--- config.mk ---
export PLATFORM = sky130hd
export DESIGN_NAME = fetch_queue
export DESIGN_NICKNAME = d
export VERILOG_FILES = /design/src/rtl/riscv_pkg.sv /design/src/rtl/fetch_fifo.sv /design/src/rtl/fetch_queue.sv
export SDC_FILE = /design/constraint.sdc
export NUM_CORES = 1
export LEC_CHECK = 0
export BUFFER_PORTS_ARGS = -buffer_cell sky130_fd_sc_hd__buf_4
export CORE_MARGIN = 5
export CORE_UTILIZATION = 35
export DETAILED_ROUTE_END_ITERATION = 10
export PLACE_DENSITY_LB_ADDON = 0.08
export SLEW_MARGIN = 0
export SYNTH_ARGS = -nofsm -noshare
export SYNTH_HDL_FRONTEND = slang
export SYNTH_SLANG_ARGS = --single-unit
export TNS_END_PERCENT = 10
--- constraint.sdc ---
create_clock -name clk -period 7.9 [get_ports clk]
set_input_delay 1.975 -clock clk [delete_from_list [all_inputs] [get_ports clk]]
set_output_delay 1.975 -clock clk [all_outputs]
set_load 0.05 [all_outputs]
--- src/rtl/riscv_pkg.sv ---
// Shared front-end types: fetch FSM states and the {pc, instr} queue entry.
package riscv_pkg;

    localparam int XLEN = 32;

    typedef enum logic {
        RUN   = 1'b0,
        DRAIN = 1'b1
    } fetch_state_t;

    typedef struct packed {
        logic [XLEN-1:0] pc;
        logic [XLEN-1:0] instr;
    } fetch_entry_t;

endpackage

--- src/rtl/fetch_fifo.sv ---
// Synchronous FIFO of fetch entries with a flush input; head is read straight from the array.
module fetch_fifo
    import riscv_pkg::*;
#(
    parameter int DEPTH = 4
) (
    input  logic                         clk,
    input  logic                         rst,
    input  logic                         flush,
    input  logic                         push,
    input  fetch_entry_t                 push_data,
    input  logic                         pop,
    output fetch_entry_t                 head,
    output logic [$clog2(DEPTH+1)-1:0]   count
);

    localparam int AW = $clog2(DEPTH);
    localparam int CW = $clog2(DEPTH+1);

    fetch_entry_t    mem_reg [DEPTH];
    logic [AW-1:0]   wr_ptr_reg;
    logic [AW-1:0]   rd_ptr_reg;
    logic [CW-1:0]   count_reg;
    logic            wr_en;
    logic            rd_en;

    // A push into a full FIFO is only accepted when the head leaves in the same cycle.
    assign rd_en = pop && (count_reg != '0);
    assign wr_en = push && ((count_reg != CW'(DEPTH)) || rd_en);

    always_ff @(posedge clk) begin
        if (rst || flush) begin
            wr_ptr_reg <= '0;
            rd_ptr_reg <= '0;
            count_reg  <= '0;
        end else begin
            if (wr_en) wr_ptr_reg <= wr_ptr_reg + AW'(1);
            if (rd_en) rd_ptr_reg <= rd_ptr_reg + AW'(1);
            count_reg <= count_reg + CW'(wr_en) - CW'(rd_en);
        end
    end

    always_ff @(posedge clk) begin
        if (wr_en) mem_reg[wr_ptr_reg] <= push_data;
    end

    assign head  = mem_reg[rd_ptr_reg];
    assign count = count_reg;

endmodule

--- src/rtl/fetch_queue.sv ---
// Instruction fetch front end: issues sequential fetches, queues in-order responses,
// and drains stale responses after a control-flow redirect.
module fetch_queue
    import riscv_pkg::*;
#(
    parameter int              XLEN     = riscv_pkg::XLEN,
    parameter logic [XLEN-1:0] RESET_PC = '0,
    parameter int              DEPTH    = 4
) (
    input  logic            clk,
    input  logic            rst,
    input  logic            fetch_en,
    input  logic            redirect_valid,
    input  logic [XLEN-1:0] redirect_pc,
    output logic            req_valid,
    input  logic            req_ready,
    output logic [XLEN-1:0] req_addr,
    input  logic            resp_valid,
    input  logic [XLEN-1:0] resp_data,
    output logic            out_valid,
    input  logic            out_ready,
    output logic [XLEN-1:0] out_pc,
    output logic [XLEN-1:0] out_pc_plus_4,
    output logic [XLEN-1:0] out_instr
);

    localparam int          CW        = $clog2(DEPTH+1);
    localparam logic [CW:0] DEPTH_EXT = (CW+1)'(DEPTH);

    fetch_state_t    state_reg, state_next;
    logic [XLEN-1:0] fetch_pc_reg;
    logic [XLEN-1:0] resp_pc_reg;
    logic [XLEN-1:0] redirect_target;
    logic [CW-1:0]   outstanding_reg, outstanding_next;
    logic [CW-1:0]   count;
    logic [CW:0]     in_flight;
    logic            req_fire, resp_dec, push, pop;
    fetch_entry_t    head, push_entry;

    // Entries already queued plus those still in memory must fit, so a response is never refused.
    assign in_flight = {1'b0, count} + {1'b0, outstanding_reg};
    assign req_valid = !rst && (state_reg == RUN) && fetch_en && !redirect_valid
                       && (in_flight < DEPTH_EXT);
    assign req_addr  = fetch_pc_reg;
    assign req_fire  = req_valid && req_ready;
    assign resp_dec  = resp_valid && (outstanding_reg != '0);
    assign outstanding_next = outstanding_reg + CW'(req_fire) - CW'(resp_dec);

    assign out_valid = !rst && (count != '0);
    assign push      = (state_reg == RUN) && !redirect_valid && resp_valid;
    assign pop       = out_valid && out_ready && !redirect_valid;

    assign redirect_target  = redirect_pc & ~XLEN'(3);
    assign push_entry.pc    = resp_pc_reg;
    assign push_entry.instr = resp_data;

    fetch_fifo #(
        .DEPTH(DEPTH)
    ) u_fifo (
        .clk       (clk),
        .rst       (rst),
        .flush     (redirect_valid),
        .push      (push),
        .push_data (push_entry),
        .pop       (pop),
        .head      (head),
        .count     (count)
    );

    always_comb begin
        state_next = state_reg;
        if (redirect_valid) begin
            state_next = (outstanding_next != '0) ? DRAIN : RUN;
        end else if (state_reg == DRAIN) begin
            state_next = (outstanding_next == '0) ? RUN : DRAIN;
        end
    end

    always_ff @(posedge clk) begin
        if (rst) begin
            state_reg       <= RUN;
            fetch_pc_reg    <= RESET_PC;
            resp_pc_reg     <= RESET_PC;
            outstanding_reg <= '0;
        end else begin
            state_reg       <= state_next;
            outstanding_reg <= outstanding_next;
            if (redirect_valid) begin
                fetch_pc_reg <= redirect_target;
                resp_pc_reg  <= redirect_target;
            end else begin
                if (req_fire) fetch_pc_reg <= fetch_pc_reg + XLEN'(4);
                if (push)     resp_pc_reg  <= resp_pc_reg + XLEN'(4);
            end
        end
    end

    assign out_pc        = head.pc;
    assign out_instr     = head.instr;
    assign out_pc_plus_4 = head.pc + XLEN'(4);

endmodule

== Word-level counts from Yosys, hierarchy flattened ==
Memory sizes are Yosys's and may differ from the RTL's. A register that Yosys moved wholly into a read port is not among the register bits.
Index checks and enable logic that the tools add are counted.
Word-level totals
  register bits after elaboration: 75
  output and inout port bits: 130
  logic and storage cells: 59
  memories kept: 1
  memory bits (writable): 256
  bits of input ports: 71
Memory list
  u_fifo.mem_reg: words 4, bits a word 64, read ports 1, clocked after Yosys merged registers in 1, write ports 1, RTL line fetch_fifo.sv:20  | fetch_entry_t mem_reg [DEPTH];
Cells by class
  bitwise logic cells: 1
  multiplexer cells: 12
  eq/ne operators: 1
  reduce and logical (&&, ||, !) cells: 24
  magnitude comparators: 1
  add/sub/neg operators: 10
Operator list (count)
  2-to-1 mux 32 bit: 4
  adder 32 x 3 -> 32 bit, second input constant: 3
  logical AND 1 bit: 13
  nonzero test 3 bit: 3
  adder 3 x 1 -> 3 bit: 2
  2-to-1 mux 1 bit: 6
  subtractor 3 x 1 -> 3 bit: 2
  adder 2 x 1 -> 2 bit, second input constant: 2
  adder 3 x 3 -> 4 bit: 1
  less-than comparator 4 x 3 -> 1 bit, second input constant: 1
  2-to-1 mux 2 bit: 2
  nonzero test 2 bit: 2
  logical NOT 3 bit: 1
  != test 3 bit, second input constant: 1
  logical NOT 1 bit: 2
  logical OR 1 bit: 2
  OR reduction 2 bit: 1
  inverter 1 bit: 1

== Logic depth before layout (Yosys ltp) ==
  word-level depth: 12
  depth in mapped cells: 14
  mapped depth without buffers: 11

== Modules after synthesis ==
Synthesis repeated with hierarchy kept, for this count alone.
Unflattened totals
  cells, all modules: 923
  area, all modules: 13930.9 um2
Modules (own cells, without submodules)
  fetch_fifo: times used 1, cells each 380, area each 9678.0 um2, sequential area each 7867.5 um2
  fetch_queue: times used 1, cells each 543, area each 4252.8 um2, sequential area each 1281.2 um2

== Worst setup path before layout ==
No wires, ideal clock.
  path type: reg-to-output
  start: register with a tool-made name
  end: output port out_pc_plus_4[28]
  required time: 5.925 ns
  path slack: 2.534 ns
  arrival time: 3.391 ns
  path buffers: 2
  cell stages (with the launch flop): 10
  cells stage by stage: dfxtp_1 buf_6 buf_12 mux4_1 ha_1 nand2_1 o22a_1 or4_4 nor4_2 xor2_1
RTL lines
  to (decl): RTL line fetch_queue.sv:23  | output logic [XLEN-1:0] out_pc_plus_4,

==> flow_summary.json <==
{
  "run_status": "finished, final reports clean",
  "crit_required_ps": 5930,
  "stdcell_count": 1670,
  "async_flop_share": 0,
  "synth-main-ff-cell": "edfxtp_1",
  "cts_root_buf": "clkbuf_16",
  "fin_nets": 1211,
  "grt_pass1_vias": 8773,
  "power_density_mw_per_mm2": 252,
  "hp-class": "reg2reg",
  "worstMarginPinSlew_ps": 1020,
  "power.total_mw": 4.26,
  "antenna_left": 0,
  "io_buffers": 192,
  "cap_viol_max_count": 0,
  "vias": 8491,
  "finalSetupViolCount": 0,
  "use_met2": 0.242,
  "skew_ps": 25.9,
  "numCtsBuffers": 37,
  "fmax_mhz": 169,
  "reg2reg_depth": 5,
  "rsz0062_at_grt": "false",
  "cts_resized": 0,
  "path_class": "reg2out",
  "critPathLaunchType": "register",
  "vdd_ir_drop_max_mv": 0.126,
  "yosys_warnings": 0,
  "die_height_microns": 208,
  "grt.overflow.total": 0,
  "layout_common_cells": "248 x edfxtp_1, 205 x buf_4, 71 x dfxtp_1",
  "synth_top_area_frac": 0.541,
  "use_met3": 0.0346,
  "synth.largest_area_cell": "edfxtp_1",
  "slew_viol_final": 0,
  "synth_cell_type_count": 64,
  "slew-limit-headroom": 0.317,
  "die-area_sq_mm": 0.0434,
  "postLayoutCoreUtil": 0.436,
  "yosys_register_bits": 321,
  "via_per_inst": 5.08,
  "crit_end": "out_pc_plus_4[18]",
  "layout.cells.most_common": "edfxtp_1",
  "rrSetupSlack_ps": 4600,
  "grtUsageMet1": 0.227,
  "synth_area_sq_mm": 0.0138,
  "p_leak_nw": 5.77,
  "hp-start": "req_addr[31]",
  "cts_buffer_depth": 3,
  "grt_first_pass_wirelength_microns": 53700,
  "synthCells": 924,
  "core_sq_mm": 0.0388,
  "synth.avg_cell_area_sq_um": 14.9,
  "worst_hold_slack_ps": 506,
  "cp.arrival_ps": 3940,
  "postCtsHoldBufs": 0,
  "cts_sinks": 321,
  "syn2layout_area_growth_pct": 22.8,
  "min_period_over_period": 0.748,
  "first_pass_iters": 5,
  "clkSlewWorstSetupHoldPaths_ps": 60,
  "hold_violations": 0,
  "worstSetupEndpointType": "primary output",
  "totalWireLength_microns": 34400,
  "cts_tree": "built",
  "path_max_fanout": 41,
  "routabilityCongestion": 0.799,
  "synth.area.top_cells": "edfxtp_1 54%, dfxtp_1 11%, mux4_2 7.2%",
  "n_antenna_cell": 0,
  "drive_gt1_frac": 0.275,
  "antenna_found_initial": 0,
  "drtIter0Drc": 421,
  "clk_latency_ps": 530,
  "ys_seq_area_frac": 0.647,
  "placed_cells_incl_taps": 1604,
  "die_w_microns": 208,
  "largest_register_ffs": 248,
  "r2r_end": "u_fifo.mem_reg[2][23]",
  "synth_edf_count": 248,
  "grt_max_degree": 60,
  "setup_tns_ps": 0,
  "htree_levels": 2,
  "drc": 0,
  "grt.busiest_layer": "met2",
  "grt_use_total": 0.156,
  "place_hpwl_microns": 23100,
  "avgRoutedWirePerCell_microns": 20.6,
  "fin_crit_ps": 5910,
  "postCtsSetupBuffers": 0,
  "floorplan.initialDensity": 0.355,
  "io_pins": 201,
  "rows": 72,
  "timing.rr.start": "state_reg"
}
## worst max-delay path: stages, from the launching register on
cell     delay [ps]
dfxtp_4         860
mux4_1          510
ha_1            280
nand2_1          80
o22a_1          290
nor4_1          720
nand3_1         180
xnor2_1         210
buf_4           230
## stage by stage
stage | cell area (sq um) | worst slack (ps)
2_1_floorplan | 13800 | 2530
3_3_place_gp | 15700 | 2480
4_1_cts | 16900 | 1920
6_report | 16900 | 1990
3_5_place_dp | 15700 | 2480
5_1_grt | 16900 | 1660
## how the worst min path moves through the flow
stage	to	slack [ps]	depth (start not counted)
4_1_cts	req_addr[31]	510	2
3_3_place_gp	req_addr[31]	490	2
6_report	req_addr[31]	510	2
2_1_floorplan	u_fifo.mem_reg[0][38]	460	0
5_1_grt	req_addr[3]	550	2
3_5_place_dp	req_addr[31]	500	2
## final cells by class
type | instances | area [sq um]
timing repair buffer | 205 | 1540
sequential | 321 | 8910
clock buffer | 46 | 960
clock inverter | 20 | 226
tap | 518 | 648
inverter | 29 | 109
multi-input combinational | 531 | 4520
fill | 3526 | 21900
## synthesized netlist by cell type, types with 5 or more instances
cell type and n:
a21boi_0 15, dfxtp_1 73, xnor2_1 53, a211oi_1 11
buf_2 9, a41oi_1 5, mux2i_1 7, buf_4 6
or4_1 5, and4_1 8, nor4_1 19, and2_1 12
or3_1 7, nand4_1 20, nor3_1 13, a21oi_1 24
nor2_1 48, clkbuf_1 24, xor2_1 13, ha_1 13
buf_1 5, inv_1 28, and3_1 9, o31a_1 5
edfxtp_1 248, nand2_1 59, mux4_2 44, a31oi_1 17
mux4_1 17, o21ai_0 20, nand3_1 31
## cell families (layout without fill, tap and decap cells)
logic type,Yosys count,count (layout),synth area share
flip-flops,321,321,0.647
AO/OA/AOI/OAI,116,116,0.0558
adder cells (fa/ha/maj),15,15,0.0147
buffers and inverters,77,300,0.0269
XOR/XNOR,66,66,0.0420
AND/OR/NAND/NOR,259,259,0.103
multiplexers,69,69,0.110
other,1,6,0.000272
## power breakdown
| part | switching [mW] | internal (mW) |
|---|---|---|
| clock | 0.651 | 1.03 |
| combinational | 0.419 | 0.203 |
| sequential | 0.0603 | 1.90 |
| total | 1.13 | 3.13 |
## metal layers
layer,wire [microns],vias to the layer above
met5,0,-
met4,621,0
met3,1980,43
met2,15700,233
met1,16100,4213
li1,-,4002
No activity file was read; power rests on OpenSTA's default activity.
